**config.mk**
```make
export PLATFORM = sky130hd
export DESIGN_NAME = branch_predictor
export DESIGN_NICKNAME = d
export VERILOG_FILES = /design/src/rtl/branch_predictor_pkg.sv /design/src/rtl/branch_predictor_sat_counter.sv /design/src/rtl/branch_predictor.sv
export SDC_FILE = /design/constraint.sdc
export NUM_CORES = 2
export LEC_CHECK = 0
export ABC_AREA = 1
export BUFFER_PORTS_ARGS = -buffer_cell sky130_fd_sc_hd__buf_2
export CORE_ASPECT_RATIO = 1.2
export CORE_MARGIN = 2
export CORE_UTILIZATION = 30
export CTS_CLUSTER_SIZE = 14
export DETAILED_ROUTE_END_ITERATION = 7
export GPL_ROUTABILITY_DRIVEN = 0
export MAX_ROUTING_LAYER = met4
export PLACE_DENSITY = 0.45
export SLEW_MARGIN = 25
export SYNTH_ARGS = -nofsm -noshare
export SYNTH_HDL_FRONTEND = slang
export SYNTH_SLANG_ARGS = --single-unit
export TNS_END_PERCENT = 50
```
**constraint.sdc**
```tcl
create_clock -name clk -period 9.6 [get_ports clk]
set_input_delay 2.88 -clock clk [delete_from_list [all_inputs] [get_ports clk]]
set_output_delay 2.88 -clock clk [all_outputs]
set_load 0.005 [all_outputs]
```
**src/rtl/branch_predictor_pkg.sv**
```systemverilog
// Shared configuration for the branch predictor: default datapath width and
// the 2-bit saturating counter encodings.
package branch_predictor_pkg;

    localparam int unsigned BP_XLEN = 32;

    typedef enum logic [1:0] {
        CTR_SNT = 2'b00,
        CTR_WNT = 2'b01,
        CTR_WT  = 2'b10,
        CTR_ST  = 2'b11
    } ctr_e;

endpackage

```
**src/rtl/branch_predictor_sat_counter.sv**
```systemverilog
// Next-state logic of a 2-bit saturating taken/not-taken counter.
module bp_sat_counter
    import branch_predictor_pkg::*;
(
    input  logic [1:0] ctr_i,
    input  logic       taken_i,
    output logic [1:0] ctr_o
);

    always_comb begin
        ctr_o = ctr_i;
        if (taken_i && (ctr_i != CTR_ST)) begin
            ctr_o = ctr_i + 2'd1;
        end else if (!taken_i && (ctr_i != CTR_SNT)) begin
            ctr_o = ctr_i - 2'd1;
        end
    end

endmodule

```
**src/rtl/branch_predictor.sv**
```systemverilog
// Direct-mapped branch target buffer with 2-bit counters: combinational
// fetch-time lookup, EX-stage update, misprediction detection and counters.
module branch_predictor
    import branch_predictor_pkg::*;
#(
    parameter int unsigned XLEN     = BP_XLEN,
    parameter int unsigned IDX_BITS = 4
) (
    input  logic            clk,
    input  logic            reset,
    input  logic [XLEN-1:0] if_pc,
    output logic            pred_taken,
    output logic [XLEN-1:0] pred_target,
    input  logic            ex_valid,
    input  logic [XLEN-1:0] ex_pc,
    input  logic [XLEN-1:0] ex_target,
    input  logic            ex_branch,
    input  logic            ex_jump,
    input  logic            ex_take_branch,
    input  logic            ex_pred_taken,
    input  logic [XLEN-1:0] ex_pred_target,
    output logic            mispredict,
    output logic [XLEN-1:0] redirect_pc,
    output logic [31:0]     ctrl_count,
    output logic [31:0]     mispred_count
);

    localparam int unsigned ENTRIES = 1 << IDX_BITS;
    localparam int unsigned TAG_W   = XLEN - IDX_BITS - 2;

    logic              valid_q   [ENTRIES];
    logic              is_jump_q [ENTRIES];
    logic [1:0]        ctr_q     [ENTRIES];
    logic [TAG_W-1:0]  tag_q     [ENTRIES];
    logic [XLEN-1:0]   target_q  [ENTRIES];

    logic [31:0]       ctrl_cnt_q, ctrl_cnt_d;
    logic [31:0]       mis_cnt_q, mis_cnt_d;

    logic [IDX_BITS-1:0] if_idx, ex_idx;
    logic [TAG_W-1:0]    if_tag, ex_tag;
    logic                if_hit, ex_hit;
    logic                upd_ev, act_taken;
    logic                wr_entry_d, wr_ctr_d;
    logic [1:0]          ctr_step, ctr_d;
    logic                unused_pc_bits;

    assign unused_pc_bits = ^{if_pc[1:0], ex_pc[1:0]};

    // Fetch-side lookup reads the registered table, so a same-cycle update is
    // only visible from the following cycle.
    assign if_idx      = if_pc[IDX_BITS+1:2];
    assign if_tag      = if_pc[XLEN-1:IDX_BITS+2];
    assign if_hit      = valid_q[if_idx] && (tag_q[if_idx] == if_tag);
    assign pred_taken  = if_hit && (is_jump_q[if_idx] || ctr_q[if_idx][1]);
    assign pred_target = pred_taken ? target_q[if_idx] : if_pc + XLEN'(4);

    assign ex_idx    = ex_pc[IDX_BITS+1:2];
    assign ex_tag    = ex_pc[XLEN-1:IDX_BITS+2];
    assign ex_hit    = valid_q[ex_idx] && (tag_q[ex_idx] == ex_tag);
    assign upd_ev    = ex_valid && (ex_branch || ex_jump);
    assign act_taken = ex_jump || ex_take_branch;

    bp_sat_counter u_ctr (
        .ctr_i   (ctr_q[ex_idx]),
        .taken_i (act_taken),
        .ctr_o   (ctr_step)
    );

    assign mispredict  = upd_ev && ((act_taken != ex_pred_taken) ||
                                    (act_taken && (ex_target != ex_pred_target)));
    assign redirect_pc = act_taken ? ex_target : ex_pc + XLEN'(4);

    always_comb begin
        wr_entry_d = upd_ev && act_taken;
        wr_ctr_d   = upd_ev && (act_taken || ex_hit);
        ctr_d      = ctr_step;
        if (ex_jump) begin
            ctr_d = CTR_ST;
        end else if (act_taken && !ex_hit) begin
            ctr_d = CTR_WT;
        end
        ctrl_cnt_d = ctrl_cnt_q;
        if (upd_ev && (ctrl_cnt_q != '1)) begin
            ctrl_cnt_d = ctrl_cnt_q + 32'd1;
        end
        mis_cnt_d = mis_cnt_q;
        if (mispredict && (mis_cnt_q != '1)) begin
            mis_cnt_d = mis_cnt_q + 32'd1;
        end
    end

    always_ff @(posedge clk or posedge reset) begin
        if (reset) begin
            for (int unsigned i = 0; i < ENTRIES; i++) begin
                valid_q[i]   <= 1'b0;
                is_jump_q[i] <= 1'b0;
                ctr_q[i]     <= CTR_WNT;
            end
            ctrl_cnt_q <= '0;
            mis_cnt_q  <= '0;
        end else begin
            if (wr_entry_d) begin
                valid_q[ex_idx]   <= 1'b1;
                is_jump_q[ex_idx] <= ex_jump;
            end
            if (wr_ctr_d) begin
                ctr_q[ex_idx] <= ctr_d;
            end
            ctrl_cnt_q <= ctrl_cnt_d;
            mis_cnt_q  <= mis_cnt_d;
        end
    end

    // Tag and target are qualified by valid, so they carry no reset.
    always_ff @(posedge clk) begin
        if (wr_entry_d) begin
            tag_q[ex_idx]    <= ex_tag;
            target_q[ex_idx] <= ex_target;
        end
    end

    assign ctrl_count    = ctrl_cnt_q;
    assign mispred_count = mis_cnt_q;

endmodule

```
==> results.md <==
* 1st-pass router iterations at 6
* RSZ-0062 raised after global routing: no
* Routed WL at between 150,000 and 200,000 µm
* Slowest CP cell: nand3_1
* Worst-margin pin slew at approximately 0.98 ns
* Drt initial violations at 3,923
* Worst Setup End Kind: primary output
* Top Ports at about 270
* Number of remaining DRC errors at 0
* CP max FO at between 80 and 90
* Fraction of layout cells with a size suffix above 1 at 10.99%
* Clk_lat worst skew at slightly below 0.8 ns
* Die Wd at ~380 µm
* Total gr overflow at 0
* Synthesized netlist cell count at 5,499
* R2R Setup Slk at ~6.3 ns
* Clock Skew at approximately 0.09 ns
* Initial antenna violation count at 19
* # port buffers at ~260
* Worst stage delay on the critical path at about 0.35 ns
* Pin count of the biggest net entering global routing at 161
* Ys Warns at 0
* Async SR Flop Fraction at between 10% and 20%
* Post-synth cell types at 46
* Std-Cell Rows at 166
* Setup violators final at 0
* CP Cell Sequence: buf_8, clkinv_8, buf_12, a21oi_1, o21ai_1, nand3_1, nand3_1, nand4_1, nand3_1, nor2_1, nand2_1, nor2_1, nand2_1, nor2_4, buf_12, buf_12, nor2_1, nor2_1, buf_2
* Post-synth top area cell: edfxtp_1
* Post-route cell area at approximately 0.059 mm²
* Synth Flop Type: edfxtp_1
* Max IR drop VDD at roughly 0.14 mV
* Outcome: completed
* Final Slew Violations at 0
* GRT Resource Usage Total at 22.86%
* Post-synth EDFFs at between 900 and 1k
* Delay-heaviest family, CP: simple AND/OR/NAND/NOR gates
* Cell Pwr Density at around 180 mW/mm²
* DP HPWL at about 120,000 µm
* Critical Path Most Common Cell: nor2_1
* Post-route setup TNS at 0 ns
* TritonCTS buffer count at around 120
* Die Ht at between 400 and 500 µm
* Worst min path class: flip-flop to flip-flop
* Minimum clock period at approximately 9.2 ns
* Post-layout util at around a third
* Area grow syn2layout at 15.31%
* FILL cells at approximately 17k
* Via-per-instance ratio at ~5
* Net Count, Synth at between 5k and 6k
* Syn Area/Cell at between 9 and 10 µm²
* Area contributors post-synth: edfxtp_1, nand2_1, dfrtp_1
* Post_cts resized at 0
* TritonCTS Sinks at approximately 1.1k
* Buf/Inv on CP at 6
* Max Freq at roughly 110 MHz
* Endpoints failing hold at 0
* Clk slew on worst S/H paths at around 0.06 ns
* First-pass GRT wire length at about 280,000 µm
* CP Class: primary input to primary output
* P_leak at 23.18 nW
* Synthesized area at 0.05157 mm²
* Sequential area share after synthesis at about 60%
* TritonCTS clock tree: done
* Vias in the first global route at ~40k
* Full die area at ~0.18 mm²
* Core Region at 0.1707 mm²
* Root Buffer: clkbuf_16
* Share of the synthesized area in the top cell type at between 50% and 60%
* Arrival time at the worst endpoint at 6.35 ns
* Commonest non-fill, non-tap cell in the layout: nand2_1
* Synthesis-stage register bit count at between 1k and 1.5k
* Max-Cap Viols at 0
* Initial Utilization at 30.21%
* Slew margin rel. at ~34%
* Hold buffer count at CTS at 0
* H-Tree Depth at 3
* Routed vias at between 40k and 50k
* Leading cell types in the layout, fill and taps excluded: nand2_1, edfxtp_1, nor2_1
* Final Cycle Share at a little over nine tenths
* Worst setup SP type: primary input
* Worst-case clock buffer depth at 3
* Nets@finish at about 5.8k
* DP Area at 0.05565 mm²
* Post-route ant nets at 0
* Worst path required time at about 6.7 ns
* Wirelength per Cell at between 20 and 25 µm
==> per-layer routing <==
metal  track usage [%]  wire length [µm]
met1             28.63             84630
met4             7.341              6585
met2             38.36             97740
met5                 -                 0
met3             2.864             10010
==> worst paths after layout <==
| path | from | depth (start not counted) | end |
|---|---|---|---|
| worst max-delay path | if_pc[2] | 19 | pred_target[13] |
| worst max register to register | tag_q[15][5] | 19 | ctr_q[11] |
| min in group asynchronous | reset | 2 | mispred_count[16] |
| worst min register to register | ctr_q[20] | 2 | ctr_q[20] |
| max in group asynchronous | reset | 3 | is_jump_q[2] |
| worst min-delay path | ctr_q[20] | 2 | ctr_q[20] |
==> cell type report <==
cell class	instances	area, µm²	area share [%]
clock inverter	76	721.9	1.214
multi-input combinational	3642	17190	28.90
inverter	486	1858	3.124
antenna	10	25.02	0.04208
tap	2268	2838	4.772
clock buffer	140	3022	5.081
sequential	1056	31090	52.28
timing repair buffer	388	2728	4.587
==> Yosys cell counts, types with 4 or more instances <==
cell type	instances
nand2_1	1359
edfxtp_1	928
nor2_1	610
o21ai_0	559
inv_1	474
nand3_1	357
a21oi_1	199
clkbuf_1	139
buf_2	113
dfrtp_1	112
xor2_1	88
o22ai_1	85
o21ai_1	70
xnor2_1	58
o211ai_1	55
o221ai_1	53
nor3_1	42
nand4_1	30
buf_6	28
buf_4	25
or2_2	18
dfstp_2	16
nor4_1	15
buf_1	10
ha_1	9
inv_2	7
nor2_2	6
nand3b_1	5
clkinv_1	4
==> worst min-delay path: cells and delay by family (launching register included) <==
family           cells  cell delay [ns]
DFF                  1             0.36
and+or+nand+nor      2             0.10
==> timing repair <==
item,4_1_cts,5_1_grt
setup buffers,0,3
endpoints found under the hold margin,0,0
setup endpoints to repair,0,4
==> state kept, by name, indices dropped and copies added (netlist names) <==
register       cells
ctr_q             32
ctrl_count        32
is_jump_q         16
mispred_count     32
tag_q            416
target_q         512
valid_q           16
==> through the flow <==
step	setup WS (ns)	hold WS (ns)	std cells	total power, mW
final	0.3682	0.4664	8066	10.91
after global routing	0.2095	0.4879	8065	11.30
after CTS	0.1223	0.4702	8053	11.01
after detailed placement	0.1224	0.4564	7837	6.547
after global placement	0.03590	0.4576	7830	6.541
after floorplan	1.962	0.4394	5499	5.983
==> power by group <==
group / total (mW) / leakage, nW / internal [mW] / switching (mW)
logic: 1.21 / 11.4 / 0.346 / 0.867
clock network: 4.46 / 1.83 / 2.49 / 1.97
registers: 5.24 / 9.91 / 5.15 / 0.0906
==> cells by family after synthesis <==
logic type | Yosys count | synth area share (%)
compound gates | 1035 | 10.98
xor+xnor | 146 | 2.480
fa+ha+maj | 9 | 0.2184
buf+inv | 801 | 6.699
flops | 1056 | 60.28
simple gates | 2452 | 19.34
Note: power is estimated with default switching activity, not from simulation.
